File: config.mk
export PLATFORM = sky130hd
export DESIGN_NAME = sync_fifo_flags
export DESIGN_NICKNAME = d
export VERILOG_FILES = /design/src/rtl/sync_fifo_flags.sv
export SDC_FILE = /design/constraint.sdc
export NUM_CORES = 1
export LEC_CHECK = 0
export BUFFER_PORTS_ARGS = -buffer_cell sky130_fd_sc_hd__buf_2
export CAP_MARGIN = 30
export CELL_PAD_IN_SITES_DETAIL_PLACEMENT = 0
export CELL_PAD_IN_SITES_GLOBAL_PLACEMENT = 1
export CORE_MARGIN = 5
export CORE_UTILIZATION = 40
export DETAILED_ROUTE_END_ITERATION = 16
export HOLD_SLACK_MARGIN = 0.08
export PLACE_DENSITY = 0.75
export REMOVE_ABC_BUFFERS = 1
export SYNTH_ARGS = -nofsm -noshare
export SYNTH_HDL_FRONTEND = slang
export SYNTH_SLANG_ARGS = --single-unit
File: constraint.sdc
create_clock -name clk -period 6.7 [get_ports clk]
set_input_delay 1.005 -clock clk [delete_from_list [all_inputs] [get_ports clk]]
set_output_delay 1.005 -clock clk [all_outputs]
set_load 0.1 [all_outputs]
File: src/rtl/sync_fifo_flags.sv
// rtl/sync_fifo_flags.sv - single-clock FIFO with occupancy count and threshold/error flags
//
// Purpose: synchronous FIFO of DEPTH entries (any DEPTH >= 2, not only powers
// of two). Read data is registered and appears one cycle after an accepted read.
// Status flags are decoded from the registered occupancy count.
//
// Optional feature macro: SYNC_FIFO_ERR_FLAGS_EN
//   defined   -> overflow/underflow are sticky registers, cleared only by rst
//   undefined -> overflow/underflow are tied to 0
//
// Ports:
//   clk          in   sole clock, rising edge
//   rst          in   synchronous active-high reset
//   data_wr      in   write data
//   wr_en        in   write request (ignored while full)
//   fifo_full    out  count == DEPTH
//   data_rd      out  registered read data, holds between accepted reads
//   rd_en        in   read request (ignored while empty)
//   fifo_empty   out  count == 0
//   fifo_count   out  current occupancy
//   almost_full  out  count >= AF_THRESH
//   almost_empty out  count <= AE_THRESH
//   overflow     out  sticky: write attempted while full
//   underflow    out  sticky: read attempted while empty

module sync_fifo_flags #(
    parameter int DATA_WIDTH = 8,
    parameter int DEPTH      = 16,
    parameter int AF_THRESH  = 14,
    parameter int AE_THRESH  = 2
) (
    input  logic                       clk,
    input  logic                       rst,
    input  logic [DATA_WIDTH-1:0]      data_wr,
    input  logic                       wr_en,
    output logic                       fifo_full,
    output logic [DATA_WIDTH-1:0]      data_rd,
    input  logic                       rd_en,
    output logic                       fifo_empty,
    output logic [$clog2(DEPTH+1)-1:0] fifo_count,
    output logic                       almost_full,
    output logic                       almost_empty,
    output logic                       overflow,
    output logic                       underflow
);

    localparam int CW = $clog2(DEPTH + 1);
    localparam int PW = (DEPTH > 1) ? $clog2(DEPTH) : 1;

    logic [DATA_WIDTH-1:0] mem [DEPTH];
    logic [PW-1:0]         wr_ptr;
    logic [PW-1:0]         rd_ptr;
    logic [CW-1:0]         count;
    logic                  wr_ok;
    logic                  rd_ok;

    // Acceptance uses the pre-edge flags, so a full FIFO rejects a write even
    // when a read frees a slot on the same edge (and symmetrically for empty).
    assign wr_ok = wr_en && !fifo_full;
    assign rd_ok = rd_en && !fifo_empty;

    // Flags are pure decodes of the registered count: no combinational path
    // from wr_en/rd_en, so they cannot glitch within a cycle.
    assign fifo_count   = count;
    assign fifo_full    = (count == CW'(DEPTH));
    assign fifo_empty   = (count == '0);
    assign almost_full  = (count >= CW'(AF_THRESH));
    assign almost_empty = (count <= CW'(AE_THRESH));

    // Explicit wrap at DEPTH-1 keeps non-power-of-two depths correct.
    function automatic logic [PW-1:0] ptr_next(input logic [PW-1:0] p);
        return (p == PW'(DEPTH - 1)) ? '0 : p + PW'(1);
    endfunction

    always_ff @(posedge clk) begin
        if (rst) begin
            wr_ptr  <= '0;
            rd_ptr  <= '0;
            count   <= '0;
            data_rd <= '0;
        end else begin
            if (wr_ok) begin
                wr_ptr <= ptr_next(wr_ptr);
            end
            if (rd_ok) begin
                rd_ptr  <= ptr_next(rd_ptr);
                data_rd <= mem[rd_ptr];
            end
            case ({wr_ok, rd_ok})
                2'b10:   count <= count + CW'(1);
                2'b01:   count <= count - CW'(1);
                default: count <= count;
            endcase
        end
    end

    // Storage carries no reset; stale contents are unreachable once the
    // pointers and count return to zero.
    always_ff @(posedge clk) begin
        if (!rst && wr_ok) begin
            mem[wr_ptr] <= data_wr;
        end
    end

`ifdef SYNC_FIFO_ERR_FLAGS_EN
    logic overflow_q;
    logic underflow_q;

    always_ff @(posedge clk) begin
        if (rst) begin
            overflow_q  <= 1'b0;
            underflow_q <= 1'b0;
        end else begin
            if (wr_en && fifo_full) begin
                overflow_q <= 1'b1;
            end
            if (rd_en && fifo_empty) begin
                underflow_q <= 1'b1;
            end
        end
    end

    assign overflow  = overflow_q;
    assign underflow = underflow_q;
`else
    assign overflow  = 1'b0;
    assign underflow = 1'b0;
`endif

endmodule

Word level (Yosys, flattened, before mapping)
Memory sizes are Yosys's and may differ from the RTL's. A register that Yosys moved wholly into a read port is not among the register bits.
Index checks and enable logic that the tools add are counted.
- memories: 1
- word-level logic and storage cells: 28
- bits in writable memories: 128
- output and inout bits: 19
- register bits: 13
- memories (name ; depth ; width ; rd ports ; clocked after Yosys merged registers in ; wr ports ; line ; source):
    mem ; 16 ; 8 ; 1 ; 1 ; 1 ; 50 ; logic [DATA_WIDTH-1:0] mem [DEPTH];
- reduce and logical (&&, ||, !) cells: 8
- add/sub/neg operators: 4
- mux-type cells: 5
- eq/ne operators: 5
- magnitude comparators: 2
- operators by type and width (cell ; count):
    case mux 5 bit (2 select lines) ; 1
    adder 4 x 1 -> 4 bit (second input constant) ; 2
    equality test 4 bit (second input constant) ; 2
    two-way mux 4 bit ; 2
    adder 5 x 1 -> 5 bit (second input constant) ; 1
    equality test 5 bit (second input constant) ; 1
    greater-or-equal comparator 5 x 4 -> 1 bit (second input constant) ; 1
    less-or-equal comparator 5 x 2 -> 1 bit (second input constant) ; 1
    logical NOT 5 bit ; 1
    subtractor 5 x 1 -> 5 bit (second input constant) ; 1
    logical AND 1 bit ; 3
    logical NOT 1 bit ; 3
    equality test 2 x 1 -> 1 bit (second input constant) ; 1
    equality test 2 bit (second input constant) ; 1
    two-way mux 1 bit ; 2
    nonzero test 2 bit ; 1

Longest topological paths before layout
Gate-level depths: netlist (run 1).
- word-level depth: 6
- mapped depth: 12
- gate-level depth less buffers: 11

Worst setup path after synthesis (run 1)
OpenSTA, ideal clock, no wires.
- path kind: register to output
- start point: register count[4], in the netlist fifo_count[4]
- end point: output port almost_empty
- path buffers: 1
- slack: 0.102 ns
- data required time: 5.695 ns
- stages on the path, launching flop included: 3
- arrival time: 5.593 ns
- cells stage by stage: dfxtp_1 clkbuf_2 a2111oi_0
- word-level cells in the longest chain between the ends: 1
- RTL lines (what ; line ; source):
    start: declaration ; 53 ; logic [CW-1:0] count;
    start signal: assignment ; 90 ; 2'b10: count <= count + CW'(1);
    start signal: assignment ; 91 ; 2'b01: count <= count - CW'(1);
    start signal: assignment ; 92 ; default: count <= count;
    less-or-equal comparator 5 x 2 -> 1 bit ; 68 ; assign almost_empty = (count <= CW'(AE_THRESH));
    end: declaration ; 42 ; output logic almost_empty,
Every way passes these cells.

Worst setup path in the final report (run 1)
- start point: register count[0], in the netlist fifo_count[0]
- end point: register count[4], in the netlist fifo_count[4]
- word-level cells in the longest chain between the ends: 5
- elaborated cells between the ends (all ways): 12
- those cells by class: add/sub (2); eq/ne (3); mux (1); reduce/logical (6)
- RTL lines (what ; line ; source):
    equality test 5 bit / logical NOT 5 bit (equally long branches) ; 65, 66 ;
    logical NOT 1 bit, on equally long branches ; 59, 60 ;
    logical AND 1 bit, on equally long branches ; 59, 60 ;
    equality test 2 x 1 -> 1 bit / equality test 2 bit (equally long branches) ; 89 ; case ({wr_ok, rd_ok})
    case mux 5 bit (2 select lines) / nonzero test 2 bit (equally long branches) ; - ;
Several ways; a longest one is shown, not always the timed one.
A chain may end at the register's enable or synchronous reset.

==> results.toml, run 1 <==
[min_path]
whs_path_depth = 2
min_path_type = "flop to flop"
worstHoldStart = "data_rd[0]$_SDFFE_PP0P_"
hold_end = "data_rd[0]$_SDFFE_PP0P_"

[global_route]
grt_pass1_wl_mm = 17.93
groute.usage.overall = 0.1346
overflow = 0
grt_pass1_vias = 3315
antenna_found_initial = 0
grt_max_degree = 45

[final_layout]
syn_to_final_growth_pct = 13.29
multiInputGateArea_mm2 = 0.001643
final_cells = 599
register_area_mm2 = 0.004265
finalNetCount = 420
drive_gt1_frac = 0.2409
num_antenna_cells = 0
nFillCells = 1285

[route]
drt-total-wl_mm = 11.20
met3_length_um = 482
routed.top_layer = "met4"
wire_per_inst_um = 18.70
met2_length_mm = 5.651
m1WireLength_mm = 4.876
ant_nets = 0
num_vias = 3175
viasPerCell = 5.301
dr.pass1.iters = 5
drtIter0Drc = 266
drc = 0

[floorplanning]
die_y_um = 133.6
dieArea_mm2 = 0.01785
die_w_um = 133.6
coreArea_mm2 = 0.01509
rows = 45
pin_count = 31
start_util = 0.4049

[clocking]
cts-root-buf = "clkbuf_16"
cts_setup_buffers = 0
cts_sinks = 149
clk_latency_ns = 0.42
cts-buffers-inserted = 17
clockBufferDepth = 2
cts_max_level = 4
cts_tree = "built"
cts_resized = 0
clkTransAtPathRegs_ns = 0.06
postCtsHoldBufs = 0

[worst_setup_path]
cp-start-kind = "flop"
crit_type = "flop to flop"
cp_max_fo = 20
cp-end-kind = "flop"
slowest_delay_ns = 0.57
critical-path-slowest-cell = "or4_4"
worstPathRequired_ns = 7.01
startpoint = "fifo_count[0]$_SDFFE_PP0P_"
crit_chain = "or4_4 -> o21ai_4 -> inv_2 -> ha_1 -> ha_1 -> nor2b_1 -> o21ai_0 -> a21oi_1 -> or3b_1 -> mux2_2"
regToRegSetupSlack_ns = 3.55
rr_startpoint = "fifo_count[0]$_SDFFE_PP0P_"
r2r_end = "fifo_count[4]$_SDFFE_PP0P_"
worstPathArrival_ns = 3.46
cpMostUsedCell = "ha_1"
worst-r2r-cell-count = 10

[logic_synthesis]
yosysTopAreaCellShare = 0.6291
syn_inst = 364
synthArstFlopShare = 0
ys_top_cells_by_area = "edfxtp_1 (63%), mux4_2 (8.8%), dfxtp_1 (6.9%), mux2i_1 (4.1%), nor2_1 (2.6%)"
synth_commonest_cells = "edfxtp_1 (128), nor2_1 (42), mux2i_1 (25)"
synth_edf_count = 128
synth_most_common_cell = "edfxtp_1"
synth.ff_latch_count = 149
ys_types = 46
synth-seq-area-share = 0.6979
syn_avg_cell_area_um2 = 16.78
yosysWarnings = 0
ys.flop_type = "edfxtp_1"
synth_top_cell_by_area = "edfxtp_1"
synth_area_mm2 = 0.006110

[placement]
hpwlAfterDp_mm = 7.030
dp.cells = 565
gp_congestion = 0.7525
placement.io_buffers = 28

[sta]
final-setup-viol-count = 0
fin_tns_setup_ns = 0
tightest_slew_ns = 0.9374
rsz0062_at_grt = "false"
post-route-period-util = 0.4701
hold_violations = 0
slew_viol_final = 0
relSlewSlack = 0.3728
fin_worst_skew_ns = 0.01173
max_freq_ghz = 0.3175
finalCriticalPeriod_ns = 3.150

[outcome]
outcome = "finished, final reports clean"

[run]
cap_violations = 0

[power]
p_leak_nw = 2.247
ir_drop_mv = 0.2350
p_per_area_mw_per_mm2 = 416.1
-- area by class of cell --
class,instances,share of cell area
clock buffer,24,0.06815
clock inverter,8,0.01139
inverter,8,0.004338
multi-input combinational,185,0.2373
sequential,149,0.6162
tap,188,0.03398
timing repair buffer,37,0.02856
-- worst max path at each step --
stage	slack, ns	to
6_report	3.55	fifo_count[4]$_SDFFE_PP0P_
5_1_grt	3.38	fifo_count[4]$_SDFFE_PP0P_
4_1_cts	3.52	fifo_count[4]$_SDFFE_PP0P_
3_5_place_dp	3.29	fifo_count[4]$_SDFFE_PP0P_
3_3_place_gp	3.40	fifo_count[4]$_SDFFE_PP0P_
2_1_floorplan	0.14	almost_empty
-- cells by family (layout without fill, tap and decap cells) --
family / count (synthesis) / in the layout / synth area share
XOR/XNOR: 4 / 4 / 0.005735
multiplexers: 50 / 50 / 0.1313
AND/OR/NAND/NOR: 74 / 74 / 0.05489
adder cells (fa/ha/maj): 10 / 10 / 0.02171
flip-flops: 149 / 149 / 0.6979
other: 1 / 2 / 0.0006138
AO/OA/AOI/OAI: 45 / 45 / 0.05407
buffers and inverters: 31 / 77 / 0.03379
-- worst max-delay path, delay by kind of cell (launching register included) --
family | cells | cell delay [ns]
adders and majority gates | 2 | 0.60
DFF | 1 | 0.36
muxes | 1 | 0.27
and+or+nand+nor | 3 | 1.09
buffers and inverters | 1 | 0.18
AOI/OAI and AO/OA | 3 | 0.54
-- state kept, by name, summed over array words and instances (netlist names) --
register	count
mem	128
data_rd	8
fifo_count	5
rd_ptr	4
wr_ptr	4
-- layer usage --
layer  GRT usage  vias up
met1      0.1670     1597
met3     0.03852       18
met2      0.2195       73
li1            -     1487
met5           0        -
met4     0.06114        0
-- report_power, final --
part           switching, mW  internal [mW]
sequential            0.0406           1.06
clock                  0.349          0.529
combinational          0.667          0.235
-- layout by cell type (no fill, tap or decap), types with 5 or more instances in the layout --
cell	count
inv_1	7
a211oi_1	8
clkbuf_1	5
mux4_2	24
nor3_1	7
nand2_1	10
buf_2	32
a311oi_1	9
buf_4	5
nor2_1	42
clkbuf_16	17
a21oi_1	11
edfxtp_1	128
o22ai_1	8
dfxtp_1	20
ha_1	9
mux2i_1	25
-- stage by stage --
step	hold slack, ns	instance area (um2)	worst slack [ns]	power (mW)	util
floorplan	0.5367	5937	0.1398	1.860	-
global route	0.5136	6922	3.376	3.008	0.4587
global placement	0.4886	6336	3.402	2.016	0.4199
finish	0.4956	6922	3.551	2.880	0.4587
detailed placement	0.4920	6356	3.288	2.028	0.4212
CTS	0.4999	6907	3.524	2.907	0.4577
No activity file was read; power rests on OpenSTA's default activity.
==> inputs of run 2 (changes only) <==
PLACE_DENSITY = 0.78   (was 0.75)
clock period = 2.6 ns   (was 6.7 ns; I/O delays follow)
==> results.toml, run 2 (same netlist as run 1, synthesis figures left out) <==
[global_route]
overflow = 0
grt_max_degree = 24
groute.usage.overall = 0.1369
antenna_found_initial = 0
grt_pass1_vias = 3349
grt_pass1_wl_mm = 18.22

[floorplanning]
die_w_um = 133.6
rows = 45
dieArea_mm2 = 0.01785
pin_count = 31
coreArea_mm2 = 0.01509
start_util = 0.4049
die_y_um = 133.6

[final_layout]
nFillCells = 1258
register_area_mm2 = 0.004268
largest_register_ffs = 128
syn_to_final_growth_pct = 19.64
layout.cells.most_common = "edfxtp_1"
final_cells = 623
mostFrequentLayoutCells = "edfxtp_1 (128), nor2_1 (42), buf_4 (32)"
finalNetCount = 444
final_cell_area_mm2 = 0.007310
drive_gt1_frac = 0.3126
multiInputGateArea_mm2 = 0.001713
num_antenna_cells = 0
regMostFlops = "mem"

[outcome]
outcome = "finished, final reports clean"

[placement]
placement.io_buffers = 28
gp_congestion = 0.8545
placed_area_mm2 = 0.006536
hpwlAfterDp_mm = 7.696
dp.cells = 586

[clocking]
cts_tree = "built"
clk_latency_ns = 0.42
clkTransAtPathRegs_ns = 0.06
cts_sinks = 149
cts-buffers-inserted = 17
clockBufferDepth = 2
postCtsHoldBufs = 0
cts-root-buf = "clkbuf_16"
cts_max_level = 4

[route]
drt-total-wl_mm = 11.57
viasPerCell = 5.271
wire_per_inst_um = 18.57
num_vias = 3284
drc = 0
dr.pass1.iters = 4
ant_nets = 0
drtIter0Drc = 221

[sta]
hold_violations = 0
hold-worst-slack_ns = 0.3520
fin_worst_skew_ns = 0.005730
post-route-period-util = 0.9857
relSlewSlack = 0.3794
max_freq_ghz = 0.3902
tightest_slew_ns = 0.9275
rsz0062_at_grt = "true"
final-setup-viol-count = 0
finalCriticalPeriod_ns = 2.563
slew_viol_final = 0

[worst_setup_path]
r2r_end = "fifo_count[4]$_SDFFE_PP0P_"
cp_max_fo = 3
cp-start-kind = "flop"
crit_type = "flop to flop"
worstPathArrival_ns = 2.87
cp-end-kind = "flop"
worstPathRequired_ns = 2.90
worst-r2r-cell-count = 12
rr_startpoint = "fifo_count[0]$_SDFFE_PP0P_"
regToRegSetupSlack_ns = 0.04

[min_path]
worstHoldStart = "data_wr[3]"
min_path_type = "input pin to flop"
whs_path_depth = 1
hold_end = "mem[10][3]$_DFFE_PP_"

[power]
p_per_area_mw_per_mm2 = 1133
ir_drop_mv = 0.8926
p_leak_nw = 2.441
total_power_mw = 8.284

[run]
cap_violations = 0
## run 2: changes by cell type in the layout (fill, tap and decap cells not counted), moves of 2 or more
| cell | before | now |
|---|---|---|
| buf_4 | 5 | 32 |
| clkinvlp_4 | 4 | 0 |
| inv_1 | 7 | 5 |
| ha_1 | 9 | 6 |
| ha_4 | 0 | 3 |
| clkbuf_1 | 5 | 2 |
| dfxtp_2 | 1 | 3 |
| inv_6 | 0 | 2 |
| bufinv_16 | 1 | 6 |
| dfxtp_1 | 20 | 18 |
| clkbuf_8 | 2 | 0 |
| clkinv_1 | 0 | 2 |
| buf_2 | 32 | 28 |
## run 2: final cells by class
cell class,instances,area share
flip-flops and latches,149,0.5839
inverters,8,0.004451
well taps,188,0.03218
repair buffers,61,0.05478
multi-input cells,185,0.2343
clock buffers,19,0.05923
clock inverters,13,0.03115
## run 2: per-layer routing
layer  vias to the layer above  routed length [um]  GRT usage
met4                         0                 203    0.05657
li1                       1535                   -          -
met5                         -                   0          0
met2                        83                5645     0.2176
met1                      1652                5121     0.1774
met3                        14                 599    0.03927
## run 2: how the worst max path moves through the flow
stage                               startpoint                         end  slack (ns)  cells past startpoint
floorplan           fifo_count[1]$_SDFFE_PP0P_                almost_empty       -3.35                      1
CTS                 fifo_count[3]$_SDFFE_PP0P_  fifo_count[4]$_SDFFE_PP0P_       -0.02                     10
detailed placement  fifo_count[0]$_SDFFE_PP0P_  fifo_count[4]$_SDFFE_PP0P_       -0.27                     12
finish              fifo_count[0]$_SDFFE_PP0P_  fifo_count[4]$_SDFFE_PP0P_        0.04                     12
global route        fifo_count[0]$_SDFFE_PP0P_  fifo_count[4]$_SDFFE_PP0P_       -0.04                     12
global placement    fifo_count[0]$_SDFFE_PP0P_  fifo_count[4]$_SDFFE_PP0P_       -0.09                     10
## run 2: where the power goes
part	leakage [nW]	internal, mW	switching (mW)	total, mW
sequential	1.33	2.73	0.0895	2.82
combinational	0.794	0.872	1.88	2.75
clock	0.321	1.80	0.911	2.71
## run 2: timing repair
action	CTS	global route
setup buffers	3	2
pin swaps	6	8
resized for setup	11	6
setup endpoints to repair	1	2
## run 2: per-stage QoR
step | setup TNS, ns | utilization | setup WS (ns)
after floorplan | -23.54 | - | -3.345
after global placement | -0.08889 | 0.4332 | -0.08889
after detailed placement | -0.2686 | 0.4332 | -0.2686
after CTS | -0.01822 | 0.4826 | -0.01822
after global routing | -0.03702 | 0.4844 | -0.03702
final | 0 | 0.4844 | 0.03730
## run 2: critical path, stage by stage (launching register included)
cell and delay, ns:
dfxtp_2 0.32, buf_4 0.14, nor4_4 0.32, a21boi_2 0.10, inv_2 0.08, ha_4 0.17, inv_4 0.04, fa_2 0.39
nor2b_4 0.14, o21ai_2 0.07, nand3_1 0.07, or3b_1 0.35, mux2_2 0.27
